## config.mk

```make
export PLATFORM = sky130hd
export DESIGN_NAME = tx_fifo
export DESIGN_NICKNAME = d
export VERILOG_FILES = /design/src/rtl/tx_fifo.sv
export SDC_FILE = /design/constraint.sdc
export NUM_CORES = 1
export LEC_CHECK = 0
export CORE_ASPECT_RATIO = 1.4
export CORE_MARGIN = 1
export CORE_UTILIZATION = 58
export CTS_CLUSTER_DIAMETER = 30
export DETAILED_ROUTE_END_ITERATION = 16
export PLACE_DENSITY = 0.82
export SYNTH_ARGS = -nofsm -noshare
export SYNTH_HDL_FRONTEND = slang
export SYNTH_SLANG_ARGS = --single-unit
```

## constraint.sdc

```tcl
create_clock -name clk -period 5.49 [get_ports clk]
set_input_delay 1.098 -clock clk [delete_from_list [all_inputs] [get_ports clk]]
set_output_delay 1.098 -clock clk [all_outputs]
set_load 0.05 [all_outputs]
```

## src/rtl/tx_fifo.sv

```systemverilog
// tx_fifo: transmit FIFO between the system write port and the output shift
// register. First-word-fall-through: the head word is always on pop_data
// (zero when empty). Sticky overflow/underflow flags record lost traffic.
//
// Ports:
//   clk, rst       rising-edge clock, synchronous active-high reset
//   push_data/en   word written by the system, one per cycle
//   pop_en         head consumed by the OSR
//   pop_data       head word (combinational from registered state)
//   flush          discard contents; same-cycle push/pop ignored
//   clear_flags    clear overflow/underflow (a same-cycle new event wins)
//   full, empty    level == DEPTH / level == 0
//   level          occupancy 0..DEPTH
//   overflow       sticky: push attempted while full without a pop
//   underflow      sticky: pop attempted while empty
module tx_fifo #(
  parameter int unsigned DEPTH = 4,
  parameter int unsigned WIDTH = 32
) (
  input  logic                     clk,
  input  logic                     rst,
  input  logic [WIDTH-1:0]         push_data,
  input  logic                     push_en,
  input  logic                     pop_en,
  output logic [WIDTH-1:0]         pop_data,
  input  logic                     flush,
  input  logic                     clear_flags,
  output logic                     full,
  output logic                     empty,
  output logic [$clog2(DEPTH):0]   level,
  output logic                     overflow,
  output logic                     underflow
);

  localparam int unsigned PW = $clog2(DEPTH);
  localparam int unsigned LW = PW + 1;

  logic [WIDTH-1:0] mem_q [DEPTH];
  logic [WIDTH-1:0] mem_d [DEPTH];
  logic [PW-1:0]    rd_ptr_q, rd_ptr_d;
  logic [PW-1:0]    wr_ptr_q, wr_ptr_d;
  logic [LW-1:0]    level_q, level_d;
  logic             overflow_q, overflow_d;
  logic             underflow_q, underflow_d;

  logic push_acc;
  logic pop_acc;
  logic ovf_evt;
  logic udf_evt;

  assign full      = (level_q == LW'(DEPTH));
  assign empty     = (level_q == '0);
  assign level     = level_q;
  assign overflow  = overflow_q;
  assign underflow = underflow_q;
  assign pop_data  = empty ? '0 : mem_q[rd_ptr_q];

  always_comb begin
    // A pop in the same cycle frees the slot, so a push into a full FIFO
    // is still accepted; flush suppresses every transfer and flag event.
    push_acc = !flush && push_en && (!full || pop_en);
    pop_acc  = !flush && pop_en && !empty;
    ovf_evt  = !flush && push_en && full && !pop_en;
    udf_evt  = !flush && pop_en && empty;

    mem_d    = mem_q;
    rd_ptr_d = rd_ptr_q;
    wr_ptr_d = wr_ptr_q;
    level_d  = level_q;

    if (flush) begin
      rd_ptr_d = '0;
      wr_ptr_d = '0;
      level_d  = '0;
    end else begin
      if (push_acc) begin
        mem_d[wr_ptr_q] = push_data;
        wr_ptr_d        = wr_ptr_q + PW'(1);
      end
      if (pop_acc) begin
        rd_ptr_d = rd_ptr_q + PW'(1);
      end
      level_d = level_q + LW'(push_acc) - LW'(pop_acc);
    end

    // Set wins over clear.
    overflow_d  = (clear_flags ? 1'b0 : overflow_q)  | ovf_evt;
    underflow_d = (clear_flags ? 1'b0 : underflow_q) | udf_evt;
  end

  always_ff @(posedge clk) begin
    if (rst) begin
      rd_ptr_q    <= '0;
      wr_ptr_q    <= '0;
      level_q     <= '0;
      overflow_q  <= 1'b0;
      underflow_q <= 1'b0;
    end else begin
      rd_ptr_q    <= rd_ptr_d;
      wr_ptr_q    <= wr_ptr_d;
      level_q     <= level_d;
      overflow_q  <= overflow_d;
      underflow_q <= underflow_d;
    end
  end

  // Storage needs no reset; a write during reset is harmless because level is 0.
  always_ff @(posedge clk) begin
    mem_q <= mem_d;
  end

endmodule
```

# After elaboration in Yosys (flattened, before gate mapping)
# Index checks and enable logic that the tools add are counted.
[classes]
n_addsub = 4
mul = 0
div_mod_pow = 0
magnitude_cmp = 3
eq_ne = 1
shift = 0
mux = 9
bitwise_logic = 5
n_reduce_logical = 16
[op_table]
columns = ["op", "count"]
rows = [
  ["128-bit bitwise mux", 1],
  ["32-bit two-way mux", 4],
  ["32-bit binary-select mux with 2-bit select", 1],
  ["32-bit demux with 2-bit select", 1],
  ["1-bit logical AND", 8],
  ["3-bit >= comparator (second input constant)", 2],
  ["2-bit inverter with 3-bit output", 2],
  ["2-bit by 1-bit adder with 2-bit output (second input constant)", 2],
  ["1-bit logical NOT", 4],
  ["3-bit by 1-bit adder with 3-bit output", 1],
  ["3-bit == test (second input constant)", 1],
  ["3-bit logical NOT", 1],
  ["3-bit by 1-bit < comparator with 1-bit output (second input constant)", 1],
  ["3-bit by 1-bit subtractor with 3-bit output", 1],
  ["1-bit two-way mux", 2],
  ["1-bit OR", 2],
  ["2-bit AND reduction", 1],
  ["2-bit OR reduction", 1],
  ["1-bit logical OR", 1],
  ["1-bit inverter", 1],
]
[word_totals]
register_bits = 137
latchBits = 0
ram_bits = 0
romBits = 0
in_bits = 38
output_inout_bits = 39
word_cells = 47
n_memories = 0

# Longest topological paths before layout
# Gate-level depths: netlist (run 1).
[logic_depth]
ltp_word = 6
ltp_mapped = 12

# Worst setup path after synthesis (run 1)
# Ideal clock, no wire load.
[synth_timing]
kind = "flip-flop to output port"
start = "reg level_q[1] (netlist: level[1])"
end = "out pop_data[21]"
arrival_ps = 1971
t_required_ps = 4392
setup_slack_ps = 2421
path_stages_with_launch = 4
path_buffers = 1
path_cell_list = "dfxtp_1 -> nor3_2 -> buf_2 -> nor2b_1"
[synth_between]
elab_chain_cells = 2
[synth_rtl]
columns = ["element", "line_no", "source"]
rows = [
  ["start, declared", "42", "logic [LW-1:0] level_q, level_d;"],
  ["start signal, assigned", "101", "level_q <= level_d;"],
  ["3-bit logical NOT", "52", "assign empty = (level_q == '0);"],
  ["via empty", "29", "output logic empty,"],
  ["32-bit two-way mux", "56", "assign pop_data = empty ? '0 : mem_q[rd_ptr_q];"],
  ["end, declared", "25", "output logic [WIDTH-1:0] pop_data,"],
]
# The timed path passes the listed nets, and every way through them passes these cells.

# Worst setup path in the final report (run 1)
[layout_timing]
start = "reg rd_ptr_q[0]"
end = "out pop_data[24]"
[layout_between]
elab_chain_cells = 5
[layout_rtl]
columns = ["element", "line_no", "source"]
rows = [
  ["start, declared", "40", "logic [PW-1:0] rd_ptr_q, rd_ptr_d;"],
  ["start signal, assigned", "99", "rd_ptr_q <= rd_ptr_d;"],
  ["2-bit inverter with 3-bit output (not written as such)", "56", ""],
  ["32-bit binary-select mux with 2-bit select", "56", ""],
  ["32-bit two-way mux (not written as such) (2 in a row)", "56", ""],
  ["32-bit two-way mux", "56", ""],
]
# Every way passes these cells. The select of a mux whose other input is x is not followed.

==> results of run 1 <==
## cells in the final DEF (no fill, tap or decap), types with 2 or more instances in the layout
cell type / netlist / final
clkbuf_1: 4 / 3
clkbuf_16: 0 / 17
and2_1: 2 / 2
clkinv_2: 0 / 5
bufinv_16: 0 / 2
xnor2_1: 2 / 2
nor3_1: 3 / 3
inv_1: 5 / 5
mux4_2: 32 / 32
ha_1: 6 / 6
dfxtp_1: 9 / 7
clkdlybuf4s50_1: 0 / 76
dfxtp_2: 0 / 2
xor2_1: 2 / 2
nor2_1: 4 / 4
nor2b_1: 33 / 33
a21oi_1: 2 / 2
o21ai_0: 2 / 2
nand2b_1: 2 / 2
and3_2: 0 / 4
buf_4: 0 / 2
clkbuf_8: 0 / 4
edfxtp_1: 128 / 128
## kinds of logic after synthesis
kind of cell	Yosys count	synth area share
flops	137	0.749
simple gates	57	0.0664
mux	32	0.134
buf+inv	17	0.0184
compound gates	7	0.00815
fa+ha+maj	7	0.0177
xor+xnor	4	0.00652
## where the power goes
group | leakage [nW] | internal (mW) | total (mW) | switching (mW)
Sequential | 1.24 | 1.16 | 1.17 | 0.00797
Combinational | 0.659 | 0.0673 | 0.155 | 0.0881
Clock | 0.290 | 0.712 | 1.10 | 0.386
## registers in the layout (all words and copies together) (netlist names)
signal / count
mem_q: 128
rd_ptr_q: 2
wr_ptr_q: 2
overflow: 1
underflow: 1
level: 3
## metal layers
| metal | part of all wire | GRT usage |
|---|---|---|
| met5 | 0 | 0 |
| met2 | 0.55 | 0.380 |
| met1 | 0.39 | 0.254 |
| met3 | 0.047 | 0.0605 |
| met4 | 0.016 | 0.131 |
## worst max-delay path: stages, from the launching register on
cell and delay [ns]:
dfxtp_2 0.89, buf_4 0.37, mux4_2 0.53, nor2b_1 0.15, clkdlybuf4s50_1 0.72
## final timing paths
path,cells past startpoint,to,startpoint
setup reg to reg,11,level[2],level[2]
hold / removal,2,underflow,underflow
hold reg to reg,2,underflow,underflow
setup / recovery,4,pop_data[24],rd_ptr_q[0]
## final cells by class
| class | instances | area [um^2] | area share |
|---|---|---|---|
| clock buffer | 24 | 492 | 0.0723 |
| clock inverter | 8 | 92.6 | 0.0136 |
| inverter | 5 | 18.8 | 0.00276 |
| multi-input combinational | 107 | 1260 | 0.186 |
| sequential | 137 | 4030 | 0.592 |
| tap | 107 | 134 | 0.0197 |
| timing repair buffer | 78 | 776 | 0.114 |
## stage by stage
step	std cells	utilization
global route	466	0.753
global placement	434	0.689
floorplan	261	-
CTS	466	0.753
finish	466	0.753
detailed placement	434	0.689
==> results.toml, run 1 <==
[outcome]
status = "finished, final reports clean"

[clock_tree]
clock_latency_ns = 0.41
cts_hold_buffers = 0
cts_buffers = 17
ctsResizeCount = 0
path_clk_slew_ns = 0.05
root_buffer = "clkbuf_16"
cts_tree = "done"
cts.sinks = 137
clockBufferDepth = 2
htreeDepth = 4
post-cts-setup-buffers = 0

[route]
drt_wl_total_um = 9850
dr.pass1.iters = 6
avgRoutedWirePerCell_um = 21.1
drc = 0
detail-route-antenna-nets = 0
vias_per_cell = 5.86
vias = 2732
drt-initial-drc-count = 170

[place]
dpl_cell_area_um2 = 6220
dp_slack_ns = 1.65
gp_congestion = 0.767
hpwl_um = 5270
io_buffers = 76

[critical_path]
worstSetupPathType = "flip-flop to primary output"
crit_path_end_kind = "primary output"
crit_fanout = 25
start_kind = "flip-flop"
cp.required_ns = 4.39
worstPathArrival_ns = 3.08
r2r_slack_ns = 2.99

[global_routing]
overflow = 0
grt_max_degree = 34
grt_pass1_wl_um = 15300
grt_pass1_vias = 2890
grt.total_usage = 0.222
antenna_found_initial = 0

[hold_path]
holdCritPathClass = "flip-flop to flip-flop"

[yosys]
synth_edf_count = 128
yosysTopAreaCellShare = 0.715
post-synth-top-count-cell = "edfxtp_1"
async_flop_share = 0
netlist_top_cells_area = "edfxtp_1 72%, mux4_2 13%, nor2b_1 3.8%"
ys_ff_latch = 137
syn_nets = 306
synth_cell_type_count = 31
synth_flop_cell = "edfxtp_1"
yosys-top-cells-count = "128 x edfxtp_1, 33 x nor2b_1, 32 x mux4_2"
yosysWarnings = 0
syn_area_um2 = 5370
syn_inst = 261
avgSynthCellArea_um2 = 20.6
yosys.area.top_type = "edfxtp_1"
yosysSeqAreaShare = 0.749

[floorplanning]
die_area_um2 = 9660
core-area_um2 = 9030
num_rows = 41
dieHeight_um = 116
start_util = 0.595
die_x_um = 83.4
io_pins = 77

[timing]
slew_viol_final = 0
fin_hold_ws_ns = 0.490
fin_crit_ns = 4.18
tightest_slew_ns = 0.943
finalHoldViolCount = 0
slew_headroom = 0.371
setup_viol = 0
setup_tns_ns = 0
worst_slack_ns = 1.31
grt_setup_unrepaired = "no"
clock_skew_ns = 0.00522
period_share = 0.761
fmax_mhz = 239

[layout]
area_delta_synth_final_pct = 26.6
antenna_cells = 0
drive_above_1_share = 0.198
finish.net_count = 391
fill_cells = 513
design_area_um2 = 6800

[pwr]
vdd_drop_max_v = 0.000322
power.density_nw_per_um2 = 356
total_power_mw = 2.42
leakage_nw = 2.19

[flow_run]
cap_violations = 0
No activity file was read; power rests on OpenSTA's default activity.
==> run 2: changes to the inputs <==
--- a/config.mk
+++ b/config.mk
@@ -7,10 +7,10 @@
 export LEC_CHECK = 0
 export CORE_ASPECT_RATIO = 1.4
 export CORE_MARGIN = 1
-export CORE_UTILIZATION = 58
+export CORE_UTILIZATION = 54
 export CTS_CLUSTER_DIAMETER = 30
 export DETAILED_ROUTE_END_ITERATION = 16
-export PLACE_DENSITY = 0.82
+export PLACE_DENSITY = 0.77
 export SYNTH_ARGS = -nofsm -noshare
 export SYNTH_HDL_FRONTEND = slang
 export SYNTH_SLANG_ARGS = --single-unit
==> constraint.sdc (replaced) <==
create_clock -name clk -period 4.15 [get_ports clk]
set_input_delay 0.83 -clock clk [delete_from_list [all_inputs] [get_ports clk]]
set_output_delay 0.83 -clock clk [all_outputs]
set_load 0.05 [all_outputs]
==> run 2 against run 1 <==
  * Via count shrank 1.8%
  * Largest cell class unchanged
  * Die area grew 7.3%
  * Cell count grew 5.6%
  * Highest routed layer unchanged
  * Hold slack lost 0.014 ns
  * Sequential share of layout area shrank 1.3 points
  * Combinational power grew 35%
  * Sequential power grew 32%
==> results.toml, run 2 (synthesis results as in run 1) <==
[clock_tree]
cts_tree = "done"
htreeDepth = 4
post-cts-setup-buffers = 0
path_clk_slew_ns = 0.06
cts.sinks = 137
clock_latency_ns = 0.40
clockBufferDepth = 2
cts_buffers = 17
cts_hold_buffers = 0
root_buffer = "clkbuf_16"
ctsResizeCount = 0

[route]
drt-initial-drc-count = 171
drc = 0
drt_wl_total_um = 9620
dr.pass1.iters = 4
detail-route-antenna-nets = 0
vias_per_cell = 5.46
avgRoutedWirePerCell_um = 19.5
vias = 2684

[global_routing]
antenna_found_initial = 0
grt_pass1_vias = 2827
grt.total_usage = 0.209
grt_pass1_wl_um = 15100
overflow = 0
grt_max_degree = 33

[critical_path]
r2r_end = "level[2]"
crit_path_end_kind = "primary output"
r2r_cells = 11
worstSetupPathType = "flip-flop to primary output"
worstPathArrival_ns = 2.64
crit_fanout = 25
cp.required_ns = 3.32
r2r_slack_ns = 1.61
start_kind = "flip-flop"
regToRegStartpoint = "level[2]"

[layout]
top_register = "mem_q"
final_cell_mix = "128 x edfxtp_1, 76 x clkdlybuf4s50_1, 33 x nor2b_1"
finish.utilization = 0.728
finish.net_count = 392
area_delta_synth_final_pct = 29.5
largest_reg_flops = 128
mostFrequentLayoutCell = "edfxtp_1"
antenna_cells = 0
final_cells = 492
drive_above_1_share = 0.200
fill_cells = 603
design_area_um2 = 6960

[pwr]
power.density_nw_per_um2 = 496
leakage_nw = 2.24
total_power_mw = 3.45
vdd_drop_max_v = 0.000468

[place]
dpl_cell_area_um2 = 6280
dp_slack_ns = 0.798
dp_cells = 460
io_buffers = 76
gp_congestion = 0.777
hpwl_um = 5500

[flow_run]
cap_violations = 0

[timing]
setup_viol = 0
clock_skew_ns = 0.00486
slew_headroom = 0.411
finalHoldViolCount = 0
fin_hold_ws_ns = 0.476
slew_viol_final = 0
fmax_mhz = 288
setup_tns_ns = 0
fin_crit_ns = 3.47
worst_slack_ns = 0.680
tightest_slew_ns = 0.884
period_share = 0.836
grt_setup_unrepaired = "no"

[floorplanning]
core-area_um2 = 9560
start_util = 0.562
die_x_um = 86.3
io_pins = 77
die_area_um2 = 10400
num_rows = 42
dieHeight_um = 120

[outcome]
status = "finished, final reports clean"

[hold_path]
min-delay-start = "underflow"
holdPathStages = 2
holdPathEnd = "underflow"
holdCritPathClass = "flip-flop to flip-flop"
==> run 2: cell count changes in the layout (fill, tap and decap cells not counted), sizes merged <==
| cell | before | now |
|---|---|---|
| clkbuf | 24 | 17 |
| bufinv | 2 | 7 |
| buf | 2 | 3 |
| clkinv | 5 | 6 |
| inv | 5 | 6 |
==> run 2: worst max-delay path: stages (launching register included) <==
cell             delay, ns
dfxtp_2               0.56
buf_12                0.28
mux4_2                0.52
nor2b_1               0.16
clkdlybuf4s50_1       0.71
==> run 2: layout make-up <==
type                       count  area, um^2  share of cell area
multi-input combinational    107        1260               0.181
tap                          132         165              0.0237
clock inverter                15         253              0.0363
sequential                   137        4030               0.579
timing repair buffer          79         808               0.116
clock buffer                  17         425              0.0611
inverter                       5        18.8             0.00270
==> run 2: worst max path at each step <==
| stage | from | depth (start not counted) | end | slack (ns) |
|---|---|---|---|---|
| finish | rd_ptr_q[0] | 4 | pop_data[20] | 0.68 |
| global route | rd_ptr_q[0] | 4 | pop_data[20] | 0.53 |
| CTS | rd_ptr_q[0] | 4 | pop_data[20] | 0.60 |
| detailed placement | pop_en | 12 | level[2] | 0.80 |
| global placement | pop_en | 12 | level[2] | 0.91 |
| floorplan | level[1] | 3 | pop_data[21] | 1.35 |
==> run 2: per-layer routing <==
metal	up-vias	GRT usage	part of all wire
met1	1370	0.247	0.39
met3	7	0.0543	0.048
met4	0	0.0917	0.011
li1	1214	-	-
met5	-	0	0
met2	93	0.360	0.55
==> run 2: where the power goes <==
group	switching [mW]	internal, mW
logic	0.117	0.0915
registers	0.00843	1.53
clock network	0.526	1.18
==> run 3: changes to the inputs <==
--- a/config.mk
+++ b/config.mk
@@ -7,10 +7,10 @@
 export LEC_CHECK = 0
 export CORE_ASPECT_RATIO = 1.4
 export CORE_MARGIN = 1
-export CORE_UTILIZATION = 54
+export CORE_UTILIZATION = 49
 export CTS_CLUSTER_DIAMETER = 30
 export DETAILED_ROUTE_END_ITERATION = 16
-export PLACE_DENSITY = 0.77
+export PLACE_DENSITY = 0.74
 export SYNTH_ARGS = -nofsm -noshare
 export SYNTH_HDL_FRONTEND = slang
 export SYNTH_SLANG_ARGS = --single-unit
==> constraint.sdc (replaced) <==
create_clock -name clk -period 2.84 [get_ports clk]
set_input_delay 0.568 -clock clk [delete_from_list [all_inputs] [get_ports clk]]
set_output_delay 0.568 -clock clk [all_outputs]
set_load 0.05 [all_outputs]
==> run 3 against run 2 <==
  * Final area up 1.3%
  * Clock power up 35%
  * Sequential share of layout area down 0.74 points
  * Hold slack better by 0.0040 ns
  * Die area up 10%
  * Power up 41%
  * Global-route usage down 1.9 points
  * Clock skew up 0.0017 ns
  * Via count up 0.56%
==> results.toml, run 3 (synthesis results as in run 1) <==
[place]
dp_cells = 470
dpl_cell_area_um2 = 6390
io_buffers = 76
hpwl_um = 5770
gp_congestion = 0.718

[floorplanning]
dieHeight_um = 126
die_area_um2 = 11400
io_pins = 77
num_rows = 44
core-area_um2 = 10500
start_util = 0.511
die_x_um = 90.5

[global_routing]
grt_pass1_vias = 2986
overflow = 0
antenna_found_initial = 0
grt_pass1_wl_um = 15700
grt_max_degree = 35
grt.total_usage = 0.191

[timing]
fin_hold_ws_ns = 0.480
setup_tns_ns = 0
slew_headroom = 0.428
setup_viol = 0
tightest_slew_ns = 0.858
fmax_mhz = 387
fin_crit_ns = 2.59
finalHoldViolCount = 0
period_share = 0.911
grt_setup_unrepaired = "no"
clock_skew_ns = 0.00660
slew_viol_final = 0

[layout]
largest_reg_flops = 128
top_register = "mem_q"
finish.net_count = 396
drive_above_1_share = 0.305
mostFrequentLayoutCell = "edfxtp_1"
final_cell_mix = "128 x edfxtp_1, 43 x clkdlybuf4s50_1, 33 x nor2b_1"
final_cells = 502
antenna_cells = 0
design_area_um2 = 7050
area_delta_synth_final_pct = 31.2
finish.utilization = 0.670

[critical_path]
worstSetupPathType = "flip-flop to primary output"
crit_fanout = 32
crit_buf_inv = 2
regToRegStartpoint = "level[1]"
cpMaxStageDelayCell = "mux4_2"
worstPathCellList = "buf_12 -> mux4_2 -> nor2b_1 -> buf_4"
r2r_end = "level[2]"
cpPeakStageDelay_ns = 0.56
r2r_slack_ns = 0.36
worstPathArrival_ns = 2.02
cp.depth = 4
cp.required_ns = 2.27
cp_top_family = "multiplexers"
r2r_cells = 11
start_kind = "flip-flop"
crit_path_end_kind = "primary output"

[route]
vias = 2699
avgRoutedWirePerCell_um = 19.6
dr.pass1.iters = 4
drt_wl_total_um = 9850
vias_per_cell = 5.38
drt-initial-drc-count = 161
drc = 0
detail-route-antenna-nets = 0

[clock_tree]
clockBufferDepth = 2
cts_buffers = 17
htreeDepth = 4
post-cts-setup-buffers = 0
ctsResizeCount = 0
path_clk_slew_ns = 0.06
root_buffer = "clkbuf_16"
cts_tree = "done"
cts_hold_buffers = 0
clock_latency_ns = 0.41
cts.sinks = 137

[flow_run]
cap_violations = 0

[hold_path]
holdPathEnd = "underflow"
holdCritPathClass = "flip-flop to flip-flop"
min-delay-start = "underflow"
holdPathStages = 2

[pwr]
leakage_nw = 2.36
vdd_drop_max_v = 0.000511
power.density_nw_per_um2 = 692

[outcome]
status = "finished, final reports clean"
run 3: cell types whose count changed in the layout (fill, tap and decap cells not counted), moves of 2 or more:
cell,previous run,this run
clkinv_1,3,0
clkbuf_8,0,2
clkbuf_16,17,24
buf_4,1,26
bufinv_16,7,0
buf_12,2,14
clkdlybuf4s50_1,76,43
inv_4,0,2
run 3: tightest hold or removal path, delay by kind of cell (launching register included):
kind            cells  cell delay, ns
simple gates        1            0.06
compound gates      1            0.05
flops               1            0.31
run 3: power by group:
part           leakage, nW  switching (mW)  total [mW]  internal, mW
registers             1.24          0.0113        2.25          2.24
logic                0.787           0.178       0.321         0.144
clock network        0.332           0.772        2.30          1.53
run 3: stage by stage:
step	setup slack, ns	power (mW)
after detailed placement	-0.0968	2.62
after floorplan	0.217	2.46
after global routing	0.156	5.02
after CTS	0.215	4.92
after global placement	-0.0281	2.61
final	0.254	4.88
run 3: area by class of cell:
| cell class | instances | area [um^2] |
|---|---|---|
| Clock buffer | 27 | 632 |
| Inverter | 5 | 18.8 |
| Tap cell | 138 | 173 |
| Sequential cell | 137 | 4030 |
| Clock inverter | 5 | 31.3 |
| Multi-Input combinational cell | 107 | 1260 |
| Fill cell | 691 | 3470 |
| Timing Repair Buffer | 83 | 906 |
run 3: how the worst max path moves through the flow:
stage                           start      endpoint  slack [ns]
after floorplan              level[2]      level[2]        0.22
after global placement         pop_en      level[2]       -0.03
after detailed placement       pop_en      level[2]        -0.1
after CTS                 rd_ptr_q[0]  pop_data[31]        0.22
after global routing      rd_ptr_q[0]  pop_data[31]        0.16
final                     rd_ptr_q[0]  pop_data[21]        0.25
run 3: metal layers:
layer / GRT usage / up-vias / wire, um
met3: 0.0525 / 12 / 369
met1: 0.210 / 1382 / 3800
li1: - / 1225 / -
met5: 0 / - / 0
met2: 0.340 / 80 / 5520
met4: 0.0873 / 0 / 159
